===== config.mk =====
export PLATFORM = sky130hd
export DESIGN_NAME = memory_bank
export DESIGN_NICKNAME = d
export VERILOG_FILES = /design/src/rtl/memory_bank.sv
export SDC_FILE = /design/constraint.sdc
export NUM_CORES = 2
export LEC_CHECK = 0
export CAP_MARGIN = 0
export CORE_MARGIN = 2
export CORE_UTILIZATION = 55
export DETAILED_ROUTE_END_ITERATION = 8
export PLACE_DENSITY_LB_ADDON = 0.08
export RECOVER_POWER = 50
export SLEW_MARGIN = 20
export SYNTH_ARGS = -nofsm -noshare
export SYNTH_HDL_FRONTEND = slang
export SYNTH_SLANG_ARGS = --single-unit

===== constraint.sdc =====
create_clock -name clock -period 14.7 [get_ports clock]
set_input_delay 4.41 -clock clock [delete_from_list [all_inputs] [get_ports clock]]
set_output_delay 4.41 -clock clock [all_outputs]
set_load 0.01 [all_outputs]

===== src/rtl/memory_bank.sv =====
// memory_bank: parametrised single-port synchronous RAM with pipelined reads and a clear sequencer.
// Accesses are taken when cs is low and ready is high; reads return READ_LATENCY cycles later.
module memory_bank #(
    parameter int DATA_WIDTH = 8,
    parameter int ADDR_WIDTH = 8,
    parameter int DEPTH = 256,
    parameter int READ_LATENCY = 1,
    parameter bit CLEAR_ON_RESET = 1'b1,
    parameter logic [DATA_WIDTH-1:0] CLEAR_VALUE = '0
) (
    input  logic                  clock,
    input  logic                  reset_n,
    input  logic                  cs,
    input  logic                  wr,
    input  logic [ADDR_WIDTH-1:0] address,
    input  logic [DATA_WIDTH-1:0] data,
    input  logic                  clear,
    output logic                  ready,
    output logic [DATA_WIDTH-1:0] o,
    output logic                  rd_valid,
    output logic                  err
);
    localparam logic ST_CLEAR = 1'b0;
    localparam logic ST_READY = 1'b1;
    localparam logic [ADDR_WIDTH:0] LIMIT = (ADDR_WIDTH+1)'(DEPTH);
    localparam logic [ADDR_WIDTH-1:0] LAST = ADDR_WIDTH'(DEPTH - 1);
    logic [DATA_WIDTH-1:0] mem [DEPTH];
    logic state;
    logic [ADDR_WIDTH-1:0] cnt;
    logic accept, in_range, last;
    logic s1_valid, s1_err;
    logic [DATA_WIDTH-1:0] s1_data;
    assign accept = ready && !cs;
    assign in_range = {1'b0, address} < LIMIT;
    assign last = cnt == LAST;
    always_ff @(posedge clock or negedge reset_n) begin
        if (!reset_n) begin
            state <= CLEAR_ON_RESET ? ST_CLEAR : ST_READY;
            cnt <= '0;
            ready <= 1'b0;
        end else if (state == ST_CLEAR) begin
            cnt <= last ? '0 : cnt + 1'b1;
            state <= last ? ST_READY : ST_CLEAR;
            ready <= last;
        end else begin
            state <= clear ? ST_CLEAR : ST_READY;
            ready <= !clear;
        end
    end
    // Array has no reset so it infers as block RAM; clearing is an ordinary sequenced write.
    always_ff @(posedge clock) begin
        if (state == ST_CLEAR) mem[cnt] <= CLEAR_VALUE;
        else if (accept && wr && in_range) mem[address] <= data;
    end
    always_ff @(posedge clock or negedge reset_n) begin
        if (!reset_n) begin
            s1_valid <= 1'b0;
            s1_err <= 1'b0;
            s1_data <= '0;
        end else begin
            s1_valid <= accept && !wr;
            s1_err <= accept && !in_range;
            if (accept && !wr) s1_data <= in_range ? mem[address] : '0;
        end
    end
    generate
        if (READ_LATENCY == 2) begin : g_lat2
            always_ff @(posedge clock or negedge reset_n) begin
                if (!reset_n) begin
                    rd_valid <= 1'b0;
                    err <= 1'b0;
                    o <= '0;
                end else begin
                    rd_valid <= s1_valid;
                    err <= s1_err;
                    if (s1_valid) o <= s1_data;
                end
            end
        end else begin : g_lat1
            assign rd_valid = s1_valid;
            assign err = s1_err;
            assign o = s1_data;
        end
    endgenerate
endmodule


==> reports/results.tsv <==
stage	metric	value	unit
status	outcome	finished, violations left	
status	failing checks	capacitance limit, slew limit	
critical_path	Critical-path top delay cell	clkbuf_1	
cts	# Post-CTS Setup Buffers	0	
cts	CTS buffer count	201	
power	combinational fraction of design power	2.2	%
critical_path	Top cell by count, worst path	clkbuf_1	
final_layout	layout cell share with drive strength beyond 1	19.0	%
final_layout	final core occ	61.2	%
sta	RSZ-0062 raised after global routing	no	
power	PwrDens	132	nW/µm²
die	Initial Util	55.5	%
sta	Final Slew Violations	926	
cts	CTS tree	yes	
critical_path	Max stage delay on crit path	2.96	ns
yosys	FF+latch count, synth	2066	
sta	skew final	0.0394	ns
power	Pleak	0.0231	µW
route	DRT Wirelength	211000	µm
sta	fmax	92.8	MHz
final_layout	most frequent cells in the layout	edfxtp_1, mux4_2, mux2i_1, nor2_1, clkbuf_16	
cts	clock sink count	2066	
yosys	warnings from Yosys	0	
sta	Slew @ Worst Pin	4.21	ns
die	Die W	388	µm
placement	PortBufs	30	
power	Psw	2380	µW
final_layout	Area Overhead vs Synth	10.3	%
final_layout	Fillers	10100	
route	Vias	40300	
final_layout	post-layout net count	3991	
critical_path	worst-path fanout max	84	
yosys	syn nets	3914	
cts	clock root buffer	clkbuf_16	
yosys	fraction of registers with async set/reset	0.871	%
critical_path	CP Data Arrival Time	10.78	ns
route	TritonRoute pass-1 iters	8	
critical_path	crit end category	flip-flop	
die	row cnt	140	
sta	Sum Neg Setup Slack	0	ns
critical_path	Reg2Reg Depth	4	
route	initial DRC count	5120	
yosys	Avg Synthesized Cell Area	20.8	µm²
sta	final hold violations	0	
grt	first-pass GRT wire length	300000	µm
die	Die Area	150000	µm²
critical_path	Worst R2R Setup Slack	7.21	ns
route	DRC	0	
critical_path	Crit path required time	14.71	ns
critical_path	startpoint types	input pin	
placement	Placement Cell Area	82700	µm²
cts	H-tree Lvls	4	
cts	clk buf depth	3	
grt	Tot GR Track Use	28.2	%
power	Net Sw Frac	20.2	%
sta	period utilisation layout	73.3	%
power	clock share of power	43.7	%
sta	max_slew headroom	-180	%
sta	fin crit period	10.77	ns
die	core footprint	146000	µm²
placement	HPWL Detailed	133000	µm
placement	gpl congestion	0.936	
yosys	Post-synth EDFFs	2048	
power	Max VDD drop	0.0968	mV
route	Antenna Nets Post-Route	0	
yosys	Mapped Cells	3892	
grt	vias in the first global route	40100	
power	Internal	9380	µW
route	via/cell ratio	6.65	
grt	antenna violations before repair	8	
cts	cts hold-fix bufs	0	
die	I/O Pins	32	
grt	largest net degree at the start of global routing	211	
cts	Worst-Skew Late Latency	0.85	ns
route	Avg WL per Cell	34.8	µm
yosys	synth unique cells	61	
critical_path	CP Cell Sequence	dlygate4sd3_1, and3b_1, clkbuf_1, and2_0, clkbuf_1	
grt	GRT overflow	0	
cts	Worst-path clk slew	0.06	ns
yosys	sequential fraction of the synthesis area	76.5	%
yosys	predominant post-synthesis flop cell	edfxtp_1	
final_layout	final instance area	89300	µm²
yosys	cell area after synthesis	81000	µm²
worst_hold_path	hold depth	1	
final_layout	leading cell type in the layout, fill and taps excluded	edfxtp_1	
cts	CTS resizes	0	
die	die height	388	µm
worst_hold_path	worst min path class	flip-flop to flip-flop	
power	Flop pwr share	54.2	%
critical_path	type of the worst setup path	input pin to flip-flop	
run	Max-Cap Viols	16	
sta	Setup violations, final	0	
==> final cells by class <==
cell class | count | area [µm²] | area share [%]
Clock inverter | 134 | 1410 | 1.58
Tap cell | 1917 | 2400 | 2.69
Clock buffer | 238 | 5220 | 5.85
Timing Repair Buffer | 107 | 916 | 1.03
Sequential cell | 2066 | 61900 | 69.4
Multi-Input combinational cell | 1589 | 17300 | 19.4
Antenna cell | 1 | 2.50 | 0.00280
Inverter | 4 | 15.0 | 0.0168
==> metal layers <==
metal	routed length, µm	up-vias	part of all wire (%)	global-route usage [%]
li1	-	16500	-	-
met2	99900	2064	47	44.0
met5	8	-	0.0038	0
met3	19900	368	9.4	6.06
met4	7490	2	3.6	9.81
met1	83300	21400	40	40.0
==> registers in the layout (all words and copies together), names as in the netlist <==
| name | flops |
|---|---|
| ready | 1 |
| o | 8 |
| mem | 2048 |
| rd_valid | 1 |
| cnt | 8 |
==> kinds of logic (layout without fill, tap and decap cells) <==
logic type | Yosys count | count (layout) | synth area share [%]
compound gates | 370 | 370 | 3.38
xor+xnor | 5 | 5 | 0.0541
fa+ha+maj | 1 | 1 | 0.0155
buf+inv | 237 | 483 | 2.11
flops | 2066 | 2066 | 76.5
mux | 711 | 711 | 15.1
other cells | 1 | 2 | 0.00463
simple gates | 501 | 501 | 2.81
==> worst paths after layout <==
kind	start	endpoint
min	cnt[2]	cnt[2]
max	wr	mem[167][6]
max in group asynchronous	reset_n	o[5]
max reg2reg	ready	mem[167][6]
min in group asynchronous	reset_n	rd_valid
min reg2reg	cnt[2]	cnt[2]
==> power groups by stage <==
stage               Clock, µW  Combinational [µW]  Sequential (µW)
floorplan                   0                 198             6500
global placement            0                 254             6500
detailed placement          0                 257             6500
CTS                      5190                 257             6370
global route             5430                 268             6370
finish                   5140                 257             6370
==> metrics by stage <==
step	cells	total power (µW)	hold WS [ns]	setup slack (ns)
detailed placement	5682	6760	0.563	5.65
floorplan	3892	6700	0.509	5.51
global placement	5680	6750	0.543	5.78
CTS	6054	11800	0.571	6.54
finish	6056	11800	0.580	3.93
global route	6055	12100	0.607	3.35
==> worst max-delay path: cells and delay by family <==
| kind | cells | cell delay [ns] |
|---|---|---|
| and+or+nand+nor | 2 | 1.47 |
| buffers and inverters | 3 | 4.71 |
==> cells in the mapped netlist (8+ instances only) <==
master / instances / area, µm²
nand3b_1: 16 / 120
o22ai_1: 78 / 488
nand4_1: 20 / 125
and2_1: 9 / 56.3
o21ai_0: 9 / 45.0
nand3_1: 28 / 140
buf_2: 61 / 305
edfxtp_1: 2048 / 61500
a21oi_1: 24 / 120
nor4_1: 9 / 56.3
a21o_1: 8 / 60.1
o21ai_1: 10 / 50.1
buf_1: 15 / 56.3
buf_4: 36 / 270
a221oi_1: 8 / 70.1
clkbuf_1: 57 / 214
o221ai_1: 85 / 744
nand2_1: 101 / 379
o31ai_1: 10 / 75.1
nor2_1: 275 / 1030
dfrtp_1: 18 / 450
buf_12: 16 / 320
mux4_1: 11 / 289
buf_6: 38 / 428
mux4_2: 394 / 8870
mux2i_1: 305 / 3050
a22oi_1: 92 / 691
(Power assumes the default switching activity.)
